--- config.mk ---
export PLATFORM = sky130hd
export DESIGN_NAME = text_buffer_writer
export DESIGN_NICKNAME = d
export VERILOG_FILES = /design/src/rtl/text_pkg.sv /design/src/rtl/text_cursor.sv /design/src/rtl/text_buffer_writer.sv
export SDC_FILE = /design/constraint.sdc
export NUM_CORES = 1
export LEC_CHECK = 0
export ABC_AREA = 1
export BUFFER_PORTS_ARGS = -buffer_cell sky130_fd_sc_hd__buf_2
export CORE_ASPECT_RATIO = 0.5
export CORE_UTILIZATION = 54
export DETAILED_ROUTE_END_ITERATION = 10
export PLACE_DENSITY = 0.85
export SKIP_CTS_REPAIR_TIMING = 1
export SLEW_MARGIN = 40
export SYNTH_ARGS = -nofsm -noshare
export SYNTH_HDL_FRONTEND = slang
export SYNTH_SLANG_ARGS = --single-unit
--- constraint.sdc ---
create_clock -name clk -period 2.8 [get_ports clk]
set_input_delay 0.14 -clock clk [delete_from_list [all_inputs] [get_ports clk]]
set_output_delay 0.14 -clock clk [all_outputs]
set_load 0.03 [all_outputs]
--- src/rtl/text_pkg.sv ---
// Shared constants, character codes and FSM state type for the text overlay writer.
package text_pkg;

  localparam int unsigned TXT_COLS = 40;
  localparam int unsigned TXT_ROWS = 15;
  localparam int unsigned ROW_W    = 4;
  localparam int unsigned COL_W    = 6;
  localparam int unsigned CHAR_W   = 7;

  localparam logic [CHAR_W-1:0] CHR_NUL      = 7'h00;
  localparam logic [CHAR_W-1:0] CHR_BS       = 7'h08;
  localparam logic [CHAR_W-1:0] CHR_LF       = 7'h0A;
  localparam logic [CHAR_W-1:0] CHR_FF       = 7'h0C;
  localparam logic [CHAR_W-1:0] CHR_PRINT_LO = 7'h20;
  localparam logic [CHAR_W-1:0] CHR_PRINT_HI = 7'h7E;

  typedef enum logic {
    ST_CLEAR = 1'b0,
    ST_IDLE  = 1'b1
  } wr_state_e;

  function automatic logic is_printable(input logic [CHAR_W-1:0] c);
    return (c >= CHR_PRINT_LO) && (c <= CHR_PRINT_HI);
  endfunction

endpackage

--- src/rtl/text_cursor.sv ---
// Cursor row/column registers with load, advance, newline, back and home operations.
module text_cursor
  import text_pkg::*;
#(
  parameter int unsigned COLS = TXT_COLS,
  parameter int unsigned ROWS = TXT_ROWS
) (
  input  logic             clk,
  input  logic             rst_n,
  input  logic             load_i,
  input  logic [ROW_W-1:0] load_row_i,
  input  logic [COL_W-1:0] load_col_i,
  input  logic             adv_i,
  input  logic             nl_i,
  input  logic             back_i,
  input  logic             home_i,
  output logic [ROW_W-1:0] row_o,
  output logic [COL_W-1:0] col_o,
  output logic [ROW_W-1:0] row_nxt_c_o,
  output logic [COL_W-1:0] col_nxt_c_o
);

  localparam logic [ROW_W-1:0] ROW_MAX = ROW_W'(ROWS - 1);
  localparam logic [COL_W-1:0] COL_MAX = COL_W'(COLS - 1);

  logic [ROW_W-1:0] row_q, row_d, row_inc, row_dec;
  logic [COL_W-1:0] col_q, col_d;

  assign row_inc = (row_q == ROW_MAX) ? '0 : row_q + ROW_W'(1);
  assign row_dec = (row_q == '0) ? ROW_MAX : row_q - ROW_W'(1);

  // Operations are mutually exclusive in practice; home wins, then load.
  always_comb begin
    row_d = row_q;
    col_d = col_q;
    if (home_i) begin
      row_d = '0;
      col_d = '0;
    end else if (load_i) begin
      row_d = (load_row_i > ROW_MAX) ? ROW_MAX : load_row_i;
      col_d = (load_col_i > COL_MAX) ? COL_MAX : load_col_i;
    end else if (back_i) begin
      if (col_q == '0) begin
        col_d = COL_MAX;
        row_d = row_dec;
      end else begin
        col_d = col_q - COL_W'(1);
      end
    end else if (nl_i) begin
      col_d = '0;
      row_d = row_inc;
    end else if (adv_i) begin
      if (col_q == COL_MAX) begin
        col_d = '0;
        row_d = row_inc;
      end else begin
        col_d = col_q + COL_W'(1);
      end
    end
  end

  always_ff @(posedge clk) begin
    if (!rst_n) begin
      row_q <= '0;
      col_q <= '0;
    end else begin
      row_q <= row_d;
      col_q <= col_d;
    end
  end

  assign row_o       = row_q;
  assign col_o       = col_q;
  assign row_nxt_c_o = row_d;
  assign col_nxt_c_o = col_d;

endmodule

--- src/rtl/text_buffer_writer.sv ---
// Character-tile RAM writer: streams ASCII into the text grid, with a clear pass after reset/FF.
// Optional TEXT_WRITER_BACKSPACE_EN: 0x08 steps the cursor back and blanks that cell.
module text_buffer_writer
  import text_pkg::*;
#(
  parameter int unsigned COLS   = TXT_COLS,
  parameter int unsigned ROWS   = TXT_ROWS,
  parameter int unsigned ADDR_W = 10
) (
  input  logic              clk,
  input  logic              rst_n,
  input  logic              char_valid,
  input  logic [CHAR_W-1:0] char_data,
  output logic              char_ready,
  input  logic              cur_set,
  input  logic [ROW_W-1:0]  cur_row,
  input  logic [COL_W-1:0]  cur_col,
  output logic              wr_en,
  output logic [ADDR_W-1:0] wr_addr,
  output logic [CHAR_W-1:0] wr_data,
  output logic              busy,
  output logic [ROW_W-1:0]  cursor_row,
  output logic [COL_W-1:0]  cursor_col
);

  localparam int unsigned       CELLS     = COLS * ROWS;
  localparam logic [ADDR_W-1:0] LAST_ADDR = ADDR_W'(CELLS - 1);

  wr_state_e         state_q, state_d;
  logic [ADDR_W-1:0] clr_q, clr_d;
  logic              wr_en_q, wr_en_d;
  logic [ADDR_W-1:0] wr_addr_q, wr_addr_d;
  logic [CHAR_W-1:0] wr_data_q, wr_data_d;
  logic              busy_q, busy_d;

  logic              accept_c;
  logic              cur_load, cur_adv, cur_nl, cur_back, cur_home;
  logic [ROW_W-1:0]  row_nxt, tgt_row;
  logic [COL_W-1:0]  col_nxt, tgt_col;

  // Row base is row*40 built from shifts; the grid is 40 cells wide.
  function automatic logic [ADDR_W-1:0] cell_addr(input logic [ROW_W-1:0] r,
                                                  input logic [COL_W-1:0] c);
    return ADDR_W'({r, 5'b0}) + ADDR_W'({r, 3'b0}) + ADDR_W'(c);
  endfunction

  text_cursor #(
    .COLS (COLS),
    .ROWS (ROWS)
  ) u_cursor (
    .clk         (clk),
    .rst_n       (rst_n),
    .load_i      (cur_load),
    .load_row_i  (cur_row),
    .load_col_i  (cur_col),
    .adv_i       (cur_adv),
    .nl_i        (cur_nl),
    .back_i      (cur_back),
    .home_i      (cur_home),
    .row_o       (cursor_row),
    .col_o       (cursor_col),
    .row_nxt_c_o (row_nxt),
    .col_nxt_c_o (col_nxt)
  );

  assign char_ready = (state_q == ST_IDLE) && !busy_q && !cur_set;
  assign accept_c   = char_valid && char_ready;

  // Backspace blanks the cell it moves to; every other write lands at the current cursor.
  assign tgt_row = cur_back ? row_nxt : cursor_row;
  assign tgt_col = cur_back ? col_nxt : cursor_col;

  always_comb begin
    state_d   = state_q;
    clr_d     = clr_q;
    wr_en_d   = 1'b0;
    wr_addr_d = wr_addr_q;
    wr_data_d = wr_data_q;
    cur_load  = 1'b0;
    cur_adv   = 1'b0;
    cur_nl    = 1'b0;
    cur_back  = 1'b0;
    cur_home  = 1'b0;
    case (state_q)
      ST_CLEAR: begin
        wr_en_d   = 1'b1;
        wr_addr_d = clr_q;
        wr_data_d = CHR_NUL;
        if (clr_q == LAST_ADDR) begin
          state_d  = ST_IDLE;
          clr_d    = '0;
          cur_home = 1'b1;
        end else begin
          clr_d = clr_q + ADDR_W'(1);
        end
      end
      ST_IDLE: begin
        if (cur_set) begin
          cur_load = 1'b1;
        end else if (accept_c) begin
          if (is_printable(char_data)) begin
            wr_en_d   = 1'b1;
            wr_addr_d = cell_addr(tgt_row, tgt_col);
            wr_data_d = char_data;
            cur_adv   = 1'b1;
          end else if (char_data == CHR_LF) begin
            cur_nl = 1'b1;
          end else if (char_data == CHR_FF) begin
            // First clear write issues straight from the FF handshake.
            state_d   = ST_CLEAR;
            wr_en_d   = 1'b1;
            wr_addr_d = '0;
            wr_data_d = CHR_NUL;
            clr_d     = ADDR_W'(1);
            cur_home  = 1'b1;
          end
`ifdef TEXT_WRITER_BACKSPACE_EN
          else if (char_data == CHR_BS) begin
            cur_back  = 1'b1;
            wr_en_d   = 1'b1;
            wr_addr_d = cell_addr(tgt_row, tgt_col);
            wr_data_d = CHR_NUL;
          end
`endif
        end
      end
      default: state_d = ST_CLEAR;
    endcase
  end

  // busy covers the final clear write and drops the cycle after it.
  assign busy_d = (state_q == ST_CLEAR) || (state_d == ST_CLEAR);

  always_ff @(posedge clk) begin
    if (!rst_n) begin
      state_q   <= ST_CLEAR;
      clr_q     <= '0;
      wr_en_q   <= 1'b0;
      wr_addr_q <= '0;
      wr_data_q <= '0;
      busy_q    <= 1'b1;
    end else begin
      state_q   <= state_d;
      clr_q     <= clr_d;
      wr_en_q   <= wr_en_d;
      wr_addr_q <= wr_addr_d;
      wr_data_q <= wr_data_d;
      busy_q    <= busy_d;
    end
  end

  assign wr_en   = wr_en_q;
  assign wr_addr = wr_addr_q;
  assign wr_data = wr_data_q;
  assign busy    = busy_q;

endmodule
; ---- Yosys cells after proc, flatten, opt, wreduce, memory -nomap -nowiden
; Index checks and enable logic that the tools add are counted.
[word_totals]
register_bits = 40
input_bits = 21
wordCells = 103
[classes]
addsub = 5
order_cmp = 4
n_eq_ne = 12
n_mux = 58
bitwise = 3
reduce_logical = 13
[ops]
columns = op, n
row1 = two-way mux 10 bit, 11
row2 = case mux 10 bit (2 select lines), 2
row3 = two-way mux 7 bit, 5
row4 = two-way mux 6 bit, 5
row5 = two-way mux 1 bit, 25
row6 = two-way mux 4 bit, 6
row7 = == test 7 x 4 -> 1 bit (second input constant), 2
row8 = case mux 7 bit (2 select lines), 1
row9 = adder 10 x 1 -> 10 bit (second input constant), 1
row10 = adder 10 x 6 -> 10 bit, 1
row11 = adder 9 x 7 -> 10 bit, 1
row12 = == test 10 bit (second input constant), 1
row13 = greater-or-equal comparator 7 x 6 -> 1 bit (second input constant), 1
row14 = less-or-equal comparator 7 bit (second input constant), 1
row15 = adder 6 x 1 -> 6 bit (second input constant), 1
row16 = == test 6 bit (second input constant), 1
row17 = > comparator 6 bit (second input constant), 1
row18 = != test 2 bit (second input constant), 3
row19 = case mux 1 bit (2 select lines), 3
row20 = nonzero test 3 bit, 2
row21 = AND reduction 5 bit, 1
row22 = adder 4 x 1 -> 4 bit (second input constant), 1
row23 = == test 4 bit (second input constant), 1
row24 = > comparator 4 bit (second input constant), 1
row25 = other kinds (10), 17

; ---- Depth between registers and ports, before layout
; Gate-level depths: netlist of the first run.
[depth]
depth_word = 10
depth_mapped = 10
mapped_depth_nobuf = 10

; ---- Hierarchy
; Synthesis of the first run repeated with hierarchy kept, for this count alone.
[hier_totals]
cells_unflattened = 446
hier_area_um2 = 2835.2
[by_module_without_submodules]
columns = mod, n_inst, cells_each, area_each_um2, seq_area_each_um2
row1 = text_buffer_writer, 1, 263, 1755.4, 600.6
row2 = text_cursor, 1, 183, 1079.8, 200.2

; ---- Worst setup path after synthesis of the first run
; No wires, ideal clock.
[synth_timing]
path_type = register to register
from = reg u_cursor.row_q[0] (netlist: u_cursor.row_o[0])
to = reg wr_addr_q[7] (netlist: wr_addr[7])
setup_time_ps = 113
arrival_time_ps = 2162
required_ps = 2687
path_slack_ps = 526
path_stages_with_launch = 10
n_path_buf = 0
period_less_slack_ps = 2274
path_cell_list = dfxtp_1 inv_1 fa_1 inv_1 ha_1 nand3_1 nand2_1 or2_2 nand3_1 nand2_1
[synth_between]
elab_chain_len = 6
[synth_lines]
columns = item, line
row1 = "start, declared", text_cursor.sv:26  ; logic [ROW_W-1:0] row_q, row_d, row_inc, row_dec;
row2 = "start signal, assigned", text_cursor.sv:67  ; row_q <= row_d;
row3 = adder 9 x 7 -> 10 bit, text_buffer_writer.sv:44  ; return ADDR_W'({r, 5'b0}) + ADDR_W'({r, 3'b0}) + ADDR_W'(c);
row4 = adder 10 x 6 -> 10 bit, text_buffer_writer.sv:44
row5 = two-way mux 10 bit, text_buffer_writer.sv:101  ; if (is_printable(char_data)) begin
row6 = two-way mux 10 bit, text_buffer_writer.sv:100  ; end else if (accept_c) begin
row7 = two-way mux 10 bit, text_buffer_writer.sv:98  ; if (cur_set) begin
row8 = case mux 10 bit (2 select lines), text_buffer_writer.sv:84  ; case (state_q)
row9 = "end signal, assigned", text_buffer_writer.sv:146  ; wr_addr_q <= wr_addr_d;
row10 = "end, declared", text_buffer_writer.sv:32  ; logic [ADDR_W-1:0] wr_addr_q, wr_addr_d;
; Every way passes these cells. The select of a mux whose other input is x is not followed.
; A chain may end at the register's enable or synchronous reset.

; ---- Worst setup path in the final report of the first run
; Ends and elaborated chain as after synthesis.

==> results of run 1 <==
-- kinds of logic after synthesis --
logic type,after synthesis,share of synthesized area
and+or+nand+nor,201,0.3787
buffers and inverters,53,0.08702
AOI/OAI and AO/OA,52,0.1134
DFF,40,0.3376
adders and majority gates,11,0.06435
xor gates and xnor gates,4,0.01477
muxes,1,0.004220
-- path summary, 6_finish.rpt --
kind	startpoint	end	slack, ns
min	char_data[6]	wr_data[6]	0.11
min reg2reg	wr_data[2]	wr_data[2]	0.46
max	u_cursor.row_o[0]	wr_addr[7]	0.59
max reg2reg	u_cursor.row_o[0]	wr_addr[7]	0.59
-- cells in the final DEF (no fill, tap or decap), drive strengths merged --
cell and instances:
dfxtp 40, a21oi 29, nand2 107, nand4 9
nand3 42, xor2 3, o21ai 17, clkbuf 6
buf 50, nor2 34, or2 2, bufinv 1
nor3 7, o22ai 5, xnor2 1, inv 45
fa 2, o31ai 1, ha 9, clkinv 2
mux2i 1
-- stage by stage --
stage | hold WS [ns] | worst slack, ns
floorplan | 0.2371 | 0.5256
global placement | 0.4183 | 0.7125
detailed placement | 0.4287 | 0.5868
CTS | 0.1125 | 0.5794
global route | 0.1291 | 0.4217
finish | 0.1103 | 0.5897
-- state kept, by name (all words and copies together) (netlist names) --
register and count:
state_q 1, u_cursor.row_o 4, wr_addr 10, wr_en 1
clr_q 10, wr_data 7, u_cursor.col_o 6, busy 1
-- report_power, final --
group / internal [mW] / switching (mW)
combinational: 0.0237 / 0.0421
sequential: 0.575 / 0.00496
clock: 0.265 / 0.217
-- worst register-to-register path, cell delays in order, from the launching register on --
cell,delay (ns)
dfxtp_1,0.45
inv_1,0.14
fa_1,0.61
inv_1,0.08
ha_1,0.29
nand3_1,0.07
nand2_1,0.08
or2_2,0.27
nand3_1,0.08
nand2_1,0.05
-- metal layers --
layer | GRT usage | wire length [um]
met3 | 0.05140 | 438
met5 | 0 | 0
met1 | 0.3664 | 2615
met4 | 0.07463 | 82
met2 | 0.4381 | 2699
-- cell type report --
type / instances / area, um^2
sequential: 40 / 800.8
inverter: 46 / 172.7
clock buffer: 6 / 72.57
timing repair buffer: 50 / 250.2
clock inverter: 2 / 35.03
fill: 379 / 1280
multi-input combinational: 269 / 1365
tap: 54 / 67.56
==> reports/metrics.cfg, run 1 <==
[worst_setup_path]
end_kind = register
crit_buf_inv = 2
crit_family = adder cells
path_cells = inv_1, fa_1, inv_1, ha_1, nand3_1, nand2_1, or2_2, nand3_1, nand2_1
max_stage_delay_ns = 0.61
critPathSlowestCell = fa_1
criticalPathCategory = register to register
cp.required_ns = 3.00
path_depth = 9
r2r_cells = 9
arrival_ns = 2.41
worst_setup_path_start_kind = register
crit_fanout = 7

[run]
maxCapViolations = 0

[synth]
netlist_top_cells_area = dfxtp_1 34%, nand2_1 16%, nand3_1 8.0%
synth_cell_type_count = 27
ys_warn_count = 0
syn_area_mm2 = 0.002372
ys_ff_latch = 40
synth_ff_type = dfxtp_1
synth-edff-count = 0
yosysTopAreaCell = dfxtp_1
synth_top_area_share = 0.3376
synthTopCellsByCount = 104 x nand2_1, 43 x inv_1, 40 x dfxtp_1, 38 x nand3_1, 32 x nor2_1
syn_nets = 394
async_reset_ff_frac = 0
ys_seq_area_frac = 0.3376
syn_inst = 362
syn_avg_cell_area_um2 = 6.553
synth.most_common_cell = nand2_1

[placement]
dpl_cell_area_mm2 = 0.002656
dp_hpwl_um = 4392
dp_cells = 459
gp_congestion = 0.9098
io_buffer_count = 50

[sta]
clock.fmax_mhz = 452.4
slew_viol_final = 0
tns_ns = 0
final_hold_viol_count = 0
finClkSkew_ns = 0.003601
setup_viol_count_final = 0
worstMarginPinSlew_ns = 0.7229
slew_headroom = 0.5175
finalCriticalPeriod_ns = 2.210
fin_crit_sh = 0.7894
rsz0062_at_grt = false

[clock_network]
cts.path.max_buffers = 2
insertion_delay_ns = 0.30
h-tree-depth = 2
tritoncts = done
cts_sinks = 40
cts_root_buf = clkbuf_8
numCtsBuffers = 5
path_clk_slew_ns = 0.08

[die]
die_h_um = 48.87
core-area_mm2 = 0.004044
initial_core_util = 0.5866
die_area_mm2 = 0.004678
dieWidth_um = 95.74
rows = 16
io_pins = 51

[grt]
grt_pass1_vias = 2179
antenna_found_initial = 0
grtUsageTotal = 0.2699
grt_max_degree = 23
overflow = 0
grt_pass1_wl_um = 9804

[layout]
antenna_cells = 0
final_util = 0.6835
syn_to_final_growth_pct = 16.51
layoutNonFillerInstCount = 467
final_area_mm2 = 0.002764
nets = 444
drive_gt1_frac = 0.1695

[detailed_routing]
drt_iter0_drc = 185
wl_per_cell_um = 12.49
antenna_left = 0
drt-pass1-iter-count = 4
vias = 2512
drcViolationCount = 0
via_per_inst = 5.379
routed_wl_um = 5835

[pwr]
total_power_mw = 1.128
max-vdd-ir-drop_mv = 0.1714
p_per_area_mw_per_mm2 = 408.1
power_leakage_nw = 1.306

[status]
status = completed

[worst_hold_path]
whs_path_depth = 3
hold_class = input port to register

No activity file was read; power rests on OpenSTA's default activity.
==> run 2, diff against run 1 <==
Settings changed: ABC_AREA 1 to 0, CORE_UTILIZATION 54 to 53.
Clock period 2.8 ns to 2.2 ns, I/O delays scaled along.
==> reports/metrics.cfg, run 2 <==
[status]
status = completed

[detailed_routing]
via_per_inst = 5.947
antenna_left = 0
drcViolationCount = 0
routed_wl_um = 5663
vias = 2242
drt_iter0_drc = 170
wl_per_cell_um = 15.02
drt-pass1-iter-count = 6

[die]
die_area_mm2 = 0.004425
die_h_um = 47.54
rows = 16
io_pins = 51
core-area_mm2 = 0.003944
initial_core_util = 0.5574
dieWidth_um = 93.08

[clock_network]
tritoncts = done
cts_sinks = 40
path_clk_slew_ns = 0.08
insertion_delay_ns = 0.30
cts.path.max_buffers = 2
cts_root_buf = clkbuf_8
h-tree-depth = 2
numCtsBuffers = 5

[synth]
syn_nets = 293
synth_cell_type_count = 50
synth_ff_type = dfxtp_1
async_reset_ff_frac = 0
yosysTopAreaCell = dfxtp_1
ys_seq_area_frac = 0.3643
syn_inst = 261
yosys.area_share.simple = 0.2453
synth_top_family_by_area = simple AND/OR/NAND/NOR gates
synth-compound-area-share = 0.2442
ys_warn_count = 0
synth.most_common_cell = dfxtp_1
synthMuxAreaShare = 0.004553
syn_avg_cell_area_um2 = 8.423
synthTopCellsByCount = 40 x dfxtp_1, 31 x nand2_1, 21 x o21ai_0, 18 x inv_1, 16 x nand3_1
synth-edff-count = 0
synth_top_area_share = 0.3643
syn_area_mm2 = 0.002198
netlist_top_cells_area = dfxtp_1 36%, nand2_1 5.3%, ha_1 5.1%
ys_ff_latch = 40
yosys.area_share.xor_xnor = 0.01594
synthAdderAreaFrac = 0.06944

[sta]
final_hold_viol_count = 0
setup_viol_count_final = 0
finClkSkew_ns = 0.005142
clock.fmax_mhz = 460.1
slew_headroom = 0.5793
finalCriticalPeriod_ns = 2.174
rsz0062_at_grt = true
worstMarginPinSlew_ns = 0.6299
fin_crit_sh = 0.9880
setup_slack_ns = 0.02638
slew_viol_final = 0
tns_ns = 0

[grt]
grt_pass1_vias = 1809
grtUsageTotal = 0.2486
antenna_found_initial = 0
grt_max_degree = 18
grt_util_met3 = 0.06825
use_met2 = 0.4059
grtUsageMet1 = 0.3314
grt_pass1_wl_um = 8342
overflow = 0
grt_busiest_layer = met2

[worst_hold_path]
whs_path_depth = 3
hold_class = input port to register
min_to = wr_data[4]
hp-start = char_data[4]

[placement]
dp_hpwl_um = 4079
io_buffer_count = 50
gp_congestion = 0.9698
dp_slack_ns = 0.03687

[layout]
layout_common_cells = 50 x buf_2, 37 x dfxtp_1, 31 x nand2_1
nets = 354
final_common_cell = buf_2
antenna_cells = 0
drive_gt1_frac = 0.2724
num-fill-cells = 313
syn_to_final_growth_pct = 22.71

[worst_setup_path]
arrival_ns = 2.37
cp.required_ns = 2.39
criticalPathCategory = register to register
critPathLaunch = u_cursor.row_o[0]
end_kind = register
worst_setup_path_start_kind = register
crit_fanout = 4
r2r_cells = 9
worstReg2RegStart = u_cursor.row_o[0]
ff2ff_setup_slack_ns = 0.03
crit-reg2reg-capture = wr_addr[7]

[run]
maxCapViolations = 0

[pwr]
p_per_area_mw_per_mm2 = 512.2
max-vdd-ir-drop_mv = 0.2733
power_leakage_nw = 1.202

run 2: changes by cell type after synthesis, moves of 9 or more:
cell / delta
and3_1: +9
nand3_1: -22
nor2_1: -18
a21oi_1: -24
nand2_1: -73
a21boi_0: +10
inv_1: -25
run 2: metal layers:
| metal | part of all wire | wire length (um) |
|---|---|---|
| met4 | 0.017 | 95 |
| met1 | 0.46 | 2605 |
| met3 | 0.073 | 415 |
| met5 | 0 | 0 |
| met2 | 0.45 | 2547 |
run 2: worst max path at each step:
stage / slack (ns) / end
2_1_floorplan: 0.001 / wr_addr[7]
3_3_place_gp: 0.09 / wr_addr[7]
3_5_place_dp: 0.04 / wr_addr[7]
4_1_cts: 0.002 / wr_addr[7]
5_1_grt: -0.09 / wr_addr[7]
6_report: 0.03 / wr_addr[7]
run 2: kinds of logic after synthesis:
group | Yosys count
fa+ha+maj | 11
simple gates | 102
flops | 40
compound gates | 74
mux | 1
buf+inv | 29
xor+xnor | 4
run 2: per-stage QoR:
stage / hold slack (ns) / cells / utilization / power [mW] / cell area, um^2
after floorplan: 0.2549 / 261 / - / 0.7941 / 2207
after global placement: 0.3790 / 368 / 0.6526 / 0.8310 / 2574
after detailed placement: 0.3944 / 368 / 0.6526 / 0.8340 / 2574
after CTS: 0.07919 / 376 / 0.6786 / 1.374 / 2676
after global routing: 0.08292 / 377 / 0.6840 / 1.418 / 2698
final: 0.07750 / 377 / 0.6840 / 1.382 / 2698
run 2: report_power, final:
part | total, mW | internal, mW | switching, mW
clock | 0.564 | 0.291 | 0.272
combinational | 0.0809 | 0.0358 | 0.0450
sequential | 0.737 | 0.729 | 0.00772
total | 1.38 | 1.06 | 0.325
run 2: layout make-up:
| class | count | area [um^2] | area share |
|---|---|---|---|
| multi-input combinational | 192 | 1285 | 0.4763 |
| clock inverter | 1 | 5.005 | 0.001855 |
| tap | 54 | 67.56 | 0.02505 |
| inverter | 18 | 70.07 | 0.02597 |
| sequential | 40 | 809.5 | 0.3001 |
| clock buffer | 7 | 97.59 | 0.03618 |
| timing repair buffer | 65 | 362.8 | 0.1345 |
run 2: critical path, stage by stage, from the launching register on:
cell and delay [ns]:
dfxtp_4 0.38, inv_4 0.05, fa_1 0.55, inv_1 0.05, ha_1 0.28, a21o_1 0.16, a21oi_2 0.15, nor2b_1 0.14
nor3_1 0.05, a221o_1 0.25
